**src/rtl/solver_sequencer.sv**
```systemverilog
// Iterative solver sequencer: loads operands, steps through NUM_STAGES compute
// stages per iteration, repeats while continue_while holds (bounded by max_iter),
// then presents a result until acknowledged.
//
// Ports:
//   clk, reset        clock; asynchronous active-high reset
//   start             leave IDLE and begin operand loading
//   sel               operand load requests, lowest index wins
//   ready             operands loaded, begin computing
//   stage_done        current stage complete
//   continue_while    loop condition, sampled on last-stage completion
//   max_iter          iteration limit, 0 = unlimited
//   abort             cancel the run (LOAD/COMPUTE only)
//   ack               consumer accepted the result
//   load_en           registered one-hot operand register enables
//   stage_idx         current stage number
//   stage_start       one-cycle pulse at the start of each stage
//   iter_count        completed iterations
//   busy, valid       decoded from state (LOAD/COMPUTE, DONE)
//   limit_hit         run ended because max_iter was reached
//   state             IDLE=0, LOAD=1, COMPUTE=2, DONE=3
module solver_sequencer #(
   parameter int unsigned NUM_OPS    = 4,
   parameter int unsigned NUM_STAGES = 4,
   parameter int unsigned ITER_W     = 8
) (
   input  logic                            clk,
   input  logic                            reset,
   input  logic                            start,
   input  logic [NUM_OPS-1:0]              sel,
   input  logic                            ready,
   input  logic                            stage_done,
   input  logic                            continue_while,
   input  logic [ITER_W-1:0]               max_iter,
   input  logic                            abort,
   input  logic                            ack,
   output logic [NUM_OPS-1:0]              load_en,
   output logic [$clog2(NUM_STAGES)-1:0]   stage_idx,
   output logic                            stage_start,
   output logic [ITER_W-1:0]               iter_count,
   output logic                            busy,
   output logic                            valid,
   output logic                            limit_hit,
   output logic [1:0]                      state
);

   localparam int unsigned SW = $clog2(NUM_STAGES);
   localparam logic [SW-1:0] LAST_STAGE = SW'(NUM_STAGES - 1);

   typedef enum logic [1:0] {
      IDLE    = 2'd0,
      LOAD    = 2'd1,
      COMPUTE = 2'd2,
      DONE    = 2'd3
   } state_t;

   state_t              state_q, state_d;
   logic [NUM_OPS-1:0]  load_en_d;
   logic [SW-1:0]       stage_idx_d;
   logic                stage_start_d;
   logic [ITER_W-1:0]   iter_count_d;
   logic                limit_hit_d;
   logic [ITER_W-1:0]   iter_inc;
   logic [NUM_OPS-1:0]  sel_lowest;

   // Isolate the lowest set request bit (zero when no request).
   assign sel_lowest = sel & (~sel + NUM_OPS'(1));
   assign iter_inc   = iter_count + ITER_W'(1);

   // State and registered outputs.
   always_ff @(posedge clk or posedge reset) begin
      if (reset) begin
         state_q     <= IDLE;
         load_en     <= '0;
         stage_idx   <= '0;
         stage_start <= 1'b0;
         iter_count  <= '0;
         limit_hit   <= 1'b0;
      end else begin
         state_q     <= state_d;
         load_en     <= load_en_d;
         stage_idx   <= stage_idx_d;
         stage_start <= stage_start_d;
         iter_count  <= iter_count_d;
         limit_hit   <= limit_hit_d;
      end
   end

   // Next-state and next-output logic; abort outranks ready and stage_done.
   always_comb begin
      state_d       = state_q;
      load_en_d     = '0;
      stage_idx_d   = stage_idx;
      stage_start_d = 1'b0;
      iter_count_d  = iter_count;
      limit_hit_d   = limit_hit;
      unique case (state_q)
         IDLE: begin
            if (start) begin
               state_d      = LOAD;
               iter_count_d = '0;
               limit_hit_d  = 1'b0;
            end
         end
         LOAD: begin
            if (abort) begin
               state_d     = IDLE;
               stage_idx_d = '0;
            end else if (ready) begin
               state_d       = COMPUTE;
               stage_idx_d   = '0;
               stage_start_d = 1'b1;
            end else begin
               load_en_d = sel_lowest;
            end
         end
         COMPUTE: begin
            if (abort) begin
               state_d     = IDLE;
               stage_idx_d = '0;
            end else if (stage_done) begin
               if (stage_idx != LAST_STAGE) begin
                  stage_idx_d   = stage_idx + SW'(1);
                  stage_start_d = 1'b1;
               end else begin
                  iter_count_d = iter_inc;
                  if (!continue_while) begin
                     state_d = DONE;
                  end else if ((max_iter != '0) && (iter_inc == max_iter)) begin
                     state_d     = DONE;
                     limit_hit_d = 1'b1;
                  end else begin
                     stage_idx_d   = '0;
                     stage_start_d = 1'b1;
                  end
               end
            end
         end
         DONE: begin
            if (ack) state_d = IDLE;
         end
         default: state_d = IDLE;
      endcase
   end

   assign state = state_q;
   assign busy  = (state_q == LOAD) || (state_q == COMPUTE);
   assign valid = (state_q == DONE);

endmodule
```
**config.mk**
```make
export PLATFORM = sky130hd
export DESIGN_NAME = solver_sequencer
export DESIGN_NICKNAME = d
export VERILOG_FILES = /design/src/rtl/solver_sequencer.sv
export SDC_FILE = /design/constraint.sdc
export NUM_CORES = 1
export LEC_CHECK = 0
export CAP_MARGIN = 10
export CORE_ASPECT_RATIO = 1.5
export CORE_MARGIN = 5
export CORE_UTILIZATION = 30
export DETAILED_ROUTE_END_ITERATION = 10
export MAX_ROUTING_LAYER = met4
export PLACE_DENSITY = 0.53
export SLEW_MARGIN = 0
export SYNTH_ARGS = -nofsm -noshare
export SYNTH_HDL_FRONTEND = slang
export SYNTH_SLANG_ARGS = --single-unit
```
**constraint.sdc**
```tcl
create_clock -name clk -period 2.59 [get_ports clk]
set_input_delay 0.6475 -clock clk [delete_from_list [all_inputs] [get_ports clk]]
set_output_delay 0.6475 -clock clk [all_outputs]
set_load 0.02 [all_outputs]
```
==> summary.md <==
| Metric | Value |
|---|---|
| Status | finished, final reports clean |
| Met3 routed WL | about 180 µm |
| Synth warn | 0 |
| GPL Wtd Cong | around 0.88 |
| Prevailing post-synth register cell | dfrtp_1 |
| Die Height | 88.4 µm |
| Relative slew slack | slightly above 50% |
| CTS resizes | 0 |
| Proportion of layout cells with a drive suffix above 1 | between 10% and 20% |
| DR WL met2 | approximately 1800 µm |
| Multi-input gate area | 717 µm² |
| Cell area after synthesis | 1230 µm² |
| Unrepaired setup endpoints after global routing | no |
| CTS max path bufs | 2 |
| FMAX | ~420 MHz |
| Layout Cells excl Fill | 229 |
| Clock root cell | clkbuf_8 |
| Setup violations, final | 0 |
| EDFF count, synth | 0 |
| Fin. Hold Viols | 0 |
| Largest net degree at the start of global routing | 19 |
| Final count of pins violating max slew | 0 |
| Total GRT Usage | between 10% and 20% |
| Detailed-route via count | about 1200 |
| Layout Skew | between 3 and 4 ps |
| Initial antenna violation count | 0 |
| Die extent in x | roughly 62 µm |
| First-pass DRT Iterations | 4 |
| Die ar. | between 5000 and 6000 µm² |
| Fraction of registers with async set/reset | 100% |
| Placed wire-length estimate | 2690 µm |
| Period Utilization, post-route | between 90% and 100% |
| Max Fanout on Critical Path | 5 |
| Tightest Pin Transition | ~720 ps |
| CTS tree | yes |
| Buf+Inv Stages, Crit Path | 2 |
| Worst-skew pair later-pin latency | 250 ps |
| I/O Pins | 40 |
| Crit end category | primary output |
| Routed Antenna Nets | 0 |
| Fin util | 44.8% |
| Synth unique cells | 45 |
| CP max stage cell | clkdlybuf4s50_1 |
| Clock tree sinks | 18 |
| CP Launch Type | flop |
| Max-cap check violation count | 0 |
| Post-layout nets | 211 |
| FF+latch count, synth | 18 |
| Mapped Nets | around 160 |
| Overflow after GRT | 0 |
| Worst IR Drop VDD | roughly 0.56 mV |
| Row count | 28 |
| DR WL/cell | between 10 and 15 µm |
| Vias in the first global route | between 1000 and 1500 |
| Post-CTS Setup Bufs | 0 |
| Initial Util | a little over 30% |
| CP required | roughly 1900 ps |
| CTS H-Tree Depth | 1 |
| Area grow syn2layout | 44.4% |
| Type of the worst setup path | flop to primary output |
| Core region area | approximately 4000 µm² |
| DRC violations left | 0 |
| Diode count | 0 |
| Routed metal-1 wirelength | roughly 1400 µm |
| FF+latch area | 450 µm² |
| DR top layer | met4 |
| WL final | 3420 µm |
| Power Dens Cells | slightly above 700 nW/µm² |
| Worst path cell trace | inv_1, ha_1, clkdlybuf4s50_1 |
| Clock period minus worst slack | roughly 2400 ps |
| Clk slew on worst S/H paths | around 70 ps |
| Seq/Total Area, Yosys | roughly 37% |
| Worst path top cell family by delay | buffers and inverters |
| Hold crit path type | flop to flop |
| Hold buffers post-CTS | 0 |
| Worst EP arrival | ~1800 ps |
| First-pass GRT wire length | 5510 µm |
| Port Buffers | 39 |
| Num CTS Buffers | 3 |
| 1st-iter DRT viols | 26 |
| DR vias/cell | roughly 5.1 |
| Max stage delay on crit path | approximately 630 ps |
| Syn_area_per_cell | about 9 µm² |
| Leakage power total | about 0.00075 µW |
| Cell count after synthesis | between 100 and 150 |
| Fill cells | 405 |
| Placed cells | 225 |
==> stage by stage <==
step	total power, µW	TNS [ps]	hold slack (ps)	setup slack, ps	instance area [µm²]
global route	1350	0	542	110	1770
global placement	1040	0	482	6.87	1720
finish	1270	0	503	195	1770
CTS	1280	0	510	191	1770
detailed placement	1050	-29.3	494	-29.3	1720
floorplan	773	0	586	87.3	1230
==> registers in the layout (all words and copies together) (netlist names) <==
signal,cells
stage_start,1
state,2
load_en,4
limit_hit,1
stage_idx,2
iter_count,8
==> cells by family (layout without fill, tap and decap cells) <==
group,count (synthesis),in the layout,share of synthesized area (%)
buffers and inverters,14,62,4.99
AO/OA/AOI/OAI,34,34,20.5
multiplexers,1,1,1.22
XOR/XNOR,9,9,6.42
adder cells (fa/ha/maj),6,6,6.11
AND/OR/NAND/NOR,54,54,24.1
flip-flops,18,18,36.7
==> cell usage after synthesis, types with 2 or more instances <==
library cell / instances / share of area, %
clkbuf_1: 2 / 0.61
nand2b_1: 3 / 1.5
nor4b_1: 2 / 1.4
o221ai_1: 2 / 1.4
nor4_1: 2 / 1.0
nand3_2: 2 / 1.6
nand3_1: 3 / 1.2
inv_1: 9 / 2.7
dfrtp_1: 18 / 37
nor3b_1: 2 / 1.2
nor2b_1: 4 / 2.0
a21oi_1: 3 / 1.2
a31oi_1: 2 / 1.0
ha_1: 6 / 6.1
nor2_1: 2 / 0.61
nand2_1: 24 / 7.3
o31ai_1: 5 / 3.1
o21ai_0: 7 / 2.9
o22ai_1: 2 / 1.0
xnor2_1: 5 / 3.6
nor3_1: 3 / 1.2
o21a_1: 2 / 1.2
xor2_1: 4 / 2.9
==> cell usage in the layout, fill, tap and decap left out, drive strengths merged, types with 2 or more instances in the layout <==
cell type and n:
a31oi 3, dfrtp 18, nor2 2, nand2b 3, nand3 5, clkdlybuf4s50 39, a21oi 3, o221ai 2
inv 10, xor2 4, nand2 24, nor4 2, xnor2 5, ha 6, nor4b 2, clkbuf 4
nand4 2, nor3 3, nor3b 2, o21a 2, o31ai 5, o21ai 8, o22ai 2, buf 9
nor2b 4
==> per-layer routing <==
| layer | GRT usage [%] | vias up |
|---|---|---|
| met5 | - | - |
| met4 | 4.25 | 0 |
| met3 | 2.41 | 4 |
| met2 | 23.8 | 36 |
| met1 | 13.4 | 545 |
| li1 | - | 576 |
==> final timing paths <==
check,start,to,slack (ps),depth (start not counted)
setup / recovery,state[1],busy,190,3
hold / removal,limit_hit,limit_hit,500,1
setup reg to reg,iter_count[2],state[1],290,7
hold reg to reg,limit_hit,limit_hit,500,1
max in group asynchronous,reset,iter_count[1],1320,2
min in group asynchronous,reset,load_en[3],810,2
==> power by group <==
| group | total [µW] | switching (µW) | internal, µW |
|---|---|---|---|
| registers | 347 | 32.5 | 315 |
| clock network | 230 | 95.1 | 135 |
| logic | 690 | 386 | 304 |
| total | 1270 | 513 | 754 |
==> area by class of cell <==
type	instances	share of cell area [%]
clock buffer	4	3.10
inverter	10	2.12
multi-input combinational	104	40.4
sequential	18	25.4
tap	45	3.17
timing repair buffer	48	25.8
Power figures use the tool's default switching activity.
